File: src/rtl/sync_fifo.sv
// Single-clock FIFO with registered read data and per-cycle handshake status.
// Optional occupancy port fifo_level is built when FIFO_LEVEL_OUT_EN is defined.
module sync_fifo #(
   parameter int FIFO_WIDTH = 16,
   parameter int FIFO_DEPTH = 8
) (
   input  logic                          clk,
   input  logic                          rst,
   input  logic                          wr_en,
   input  logic                          rd_en,
   input  logic [FIFO_WIDTH-1:0]         data_in,
   output logic [FIFO_WIDTH-1:0]         data_out,
   output logic                          wr_ack,
   output logic                          overflow,
   output logic                          underflow,
   output logic                          full,
   output logic                          almostfull,
   output logic                          empty,
   output logic                          almostempty
`ifdef FIFO_LEVEL_OUT_EN
   ,
   output logic [$clog2(FIFO_DEPTH+1)-1:0] fifo_level
`endif
);

   localparam int PW = $clog2(FIFO_DEPTH);
   localparam int CW = $clog2(FIFO_DEPTH+1);
   localparam logic [PW-1:0] LAST_PTR = PW'(FIFO_DEPTH-1);
   localparam logic [CW-1:0] DEPTH_C  = CW'(FIFO_DEPTH);

   logic [FIFO_WIDTH-1:0] r_mem [FIFO_DEPTH];
   logic [PW-1:0]         r_wr_ptr, r_rd_ptr;
   logic [CW-1:0]         r_count;
   logic [FIFO_WIDTH-1:0] r_data_out;
   logic                  r_wr_ack, r_overflow, r_underflow;
   logic                  w_wa, w_ra;

   assign w_wa = wr_en && (r_count != DEPTH_C);
   assign w_ra = rd_en && (r_count != '0);

   // Storage is never reset; stale words are unreachable once pointers clear.
   always_ff @(posedge clk) begin
      if (!rst && w_wa) r_mem[r_wr_ptr] <= data_in;
   end

   always_ff @(posedge clk) begin
      if (rst) begin
         r_wr_ptr    <= '0;
         r_rd_ptr    <= '0;
         r_count     <= '0;
         r_data_out  <= '0;
         r_wr_ack    <= 1'b0;
         r_overflow  <= 1'b0;
         r_underflow <= 1'b0;
      end else begin
         if (w_wa) r_wr_ptr <= (r_wr_ptr == LAST_PTR) ? '0 : r_wr_ptr + 1'b1;
         if (w_ra) begin
            r_rd_ptr   <= (r_rd_ptr == LAST_PTR) ? '0 : r_rd_ptr + 1'b1;
            r_data_out <= r_mem[r_rd_ptr];
         end
         if (w_wa && !w_ra)      r_count <= r_count + 1'b1;
         else if (w_ra && !w_wa) r_count <= r_count - 1'b1;
         r_wr_ack    <= w_wa;
         r_overflow  <= wr_en && !w_wa;
         r_underflow <= rd_en && !w_ra;
      end
   end

   assign data_out    = r_data_out;
   assign wr_ack      = r_wr_ack;
   assign overflow    = r_overflow;
   assign underflow   = r_underflow;
   assign full        = (r_count == DEPTH_C);
   assign almostfull  = (r_count == DEPTH_C - 1'b1);
   assign empty       = (r_count == '0);
   assign almostempty = (r_count == CW'(1));
`ifdef FIFO_LEVEL_OUT_EN
   assign fifo_level  = r_count;
`endif

endmodule

File: config.mk
export PLATFORM = sky130hd
export DESIGN_NAME = sync_fifo
export DESIGN_NICKNAME = d
export VERILOG_FILES = /design/src/rtl/sync_fifo.sv
export SDC_FILE = /design/constraint.sdc
export NUM_CORES = 1
export LEC_CHECK = 0
export CORE_UTILIZATION = 55
export CTS_CLUSTER_DIAMETER = 60
export CTS_CLUSTER_SIZE = 14
export DETAILED_ROUTE_END_ITERATION = 7
export GPL_TIMING_DRIVEN = 1
export MAX_ROUTING_LAYER = met4
export PLACE_DENSITY = 0.74
export SYNTH_ARGS = -nofsm -noshare
export SYNTH_HDL_FRONTEND = slang
export SYNTH_SLANG_ARGS = --single-unit
File: constraint.sdc
create_clock -name clk -period 2.94 [get_ports clk]
set_input_delay 0.294 -clock clk [delete_from_list [all_inputs] [get_ports clk]]
set_output_delay 0.294 -clock clk [all_outputs]
set_load 0.01 [all_outputs]
==> results of run 1 <==
==> area by class of cell <==
cell class,count,area share
sequential,157,0.6058
multi-input combinational,183,0.2052
timing repair buffer,61,0.07874
clock buffer,19,0.05769
clock inverter,12,0.02670
tap,136,0.02328
inverter,5,0.002568
==> worst paths after layout <==
| kind | start | end | slack (ns) | depth (start not counted) |
|---|---|---|---|---|
| max | r_count[0] | empty | 0.40 | 5 |
| min | wr_en | r_wr_ptr[2] | 0.46 | 3 |
| max reg2reg | r_count[0] | r_count[3] | 0.55 | 9 |
| min reg2reg | data_out[0] | data_out[0] | 0.47 | 1 |
==> critical path: stages, from the launching register on <==
cell and delay (ns):
dfxtp_1 0.36, inv_1 0.08, ha_1 0.18, or3b_1 0.48
inv_2 0.11, clkdlybuf4s50_1 0.53
==> cell usage in the layout, fill, tap and decap left out, drive strengths merged, types with 11 or more instances in the layout <==
| cell type | count |
|---|---|
| nor2 | 14 |
| a32o | 16 |
| mux2i | 65 |
| clkdlybuf4s50 | 42 |
| edfxtp | 128 |
| buf | 19 |
| clkbuf | 19 |
| dfxtp | 29 |
| nand2 | 11 |
| a22oi | 32 |
==> cell families after synthesis <==
kind of cell,count (synthesis)
flops,157
mux,65
xor+xnor,3
simple gates,48
fa+ha+maj,8
buf+inv,24
compound gates,59
==> power breakdown <==
part,switching (mW),internal (mW)
Combinational,0.550,0.607
Sequential,0.189,2.57
Clock,0.803,1.46
Total,1.54,4.63
==> metal layers <==
metal,vias up,share of wire,global-route usage
met2,97,0.52,0.3664
met5,-,0,-
met4,0,0.016,0.08317
li1,1559,-,-
met3,17,0.052,0.05593
met1,1697,0.41,0.2810
==> flip-flops by register name, indices dropped and copies added, names as in the netlist <==
register   flops
r_wr_ptr       3
r_count        4
overflow       1
data_out      16
underflow      1
r_mem        128
wr_ack         1
r_rd_ptr       3
==> results.md, run 1 <==
* Final TNS setup at 0 ns
* Total GRT Usage at 0.2274
* Vias at 3,370
* Post-route cell area at 7310 µm²
* Htree depth at 4
* Main combinational cell family by area after synthesis: multiplexers
* Core area at 10,510 µm²
* Area of the multi-input gates at 1500 µm²
* Peak supply drop at 417.2 µV
* Top cells by area, synth: edfxtp_1, mux2i_1, dfxtp_1
* Placed inst area at 6693 µm²
* Largest net degree at the start of global routing at 37
* Synthesized area per cell at 16.63 µm²
* Dpl cells at 542
* Post-CTS Resized at 0
* Hold-fix buffers, CTS at 0
* Worst slew pin tran at 0.8633 ns
* Number of global-route vias before repair at 3,416
* CTS tree: built
* Top FF cell, synth: edfxtp_1
* Synth Area in Simple Gates at 0.04073
* Final setup viols at 0
* RD Place Congestion at 0.8217
* Hold Path Class: in2reg
* Distinct cells, synth at 34
* Overflow after GRT at 0
* Mapped Cells at 364
* Antenna diode count at 0
* Top cell type's share of synthesized area at 0.6351
* Final worst slack at 0.4035 ns
* Arrival time worst endpoint at 2.24 ns
* Final hold violation count at 0
* DP HPWL at 6848 µm
* CP max FO at 6
* Clock transition at path regs at 0.06 ns
* Post-Syn Area at 6052 µm²
* Wire per inst at 20.85 µm
* Slew Limit Fails at 0
* Die height at 106.9 µm
* Synth async-reset ratio at 0
* Postcts setup bufs at 0
* Mux cell area share after synthesis at 0.1075
* RSZ-0062 raised after global routing: no
* # rows at 37
* First-pass GRT wire length at 18,060 µm
* Power, Total at 6.170 mW
* Clock tree buffer depth at 2
* Post-Synth Adder-Cell Area at 0.01654
* Layout area overhead at 20.78%
* Layout cell share with drive strength beyond 1 at 0.1236
* Req. time, crit path at 2.65 ns
* Register Area at 4428 µm²
* Seq cells post-synth at 157
* CP Launch Type: register
* Die W at 106.9 µm
* Synth cell count leaders: edfxtp_1, mux2i_1, a22oi_1
* Final hold slack at 0.4635 ns
* Fin crit period at 2.537 ns
* Yosys top cell by area: edfxtp_1
* Post-route ant nets at 0
* Status: finished clean
* Leak at 2.441 nW
* Number of DRC markers in iteration 0 at 197
* Die Area at 11,430 µm²
* Root buf cell: clkbuf_8
* Most frequent cell after synthesis: edfxtp_1
* Clock skew at 0.008476 ns
* Initial DRT Pass Iterations at 5
* Nets@finish at 453
* Number of synthesis warnings at 0
* Total CTS buffers at 17
* Final worst-path cycle share at 0.8628
* Crit Path Class: reg2out
* Core Util, Final at 0.6956
* Post-synth EDFFs at 128
* Detailed-route DRC error count at 0
* Post-Synth XOR/XNOR Area at 0.004342
* Ports at 43
* Antenna violations before repair at 0
* Mapped Nets at 392
* Initial Utilization at 0.5759
* Compound-Gate Fraction of Synth Area at 0.07711
* Number of port buffers at 42
* Layout fillers at 700
* # clock sinks at 157
* Max-cap violations at 0
* Final WL at 11,950 µm
* Worst slew margin at 0.4244
* FMAX at 394.2 MHz
* CP Capture Type: output port
* Seq/Total Area, Yosys at 0.7310
* Dpl ws at 0.5957 ns
* Cell Count, Final, Fillers Out at 573
* Pwr/cell area at 844.1 nW/µm²
* Clock latency at the later pin of the worst-skew pair at 0.51 ns
* Vias per cell at 5.881
Note: power is estimated with default switching activity, not from simulation.
==> inputs of run 2 (changes only) <==
- CAP_MARGIN: unset -> 20
==> results of run 2 <==
The final DEF is identical to that of run 1; final timing and power are the same.
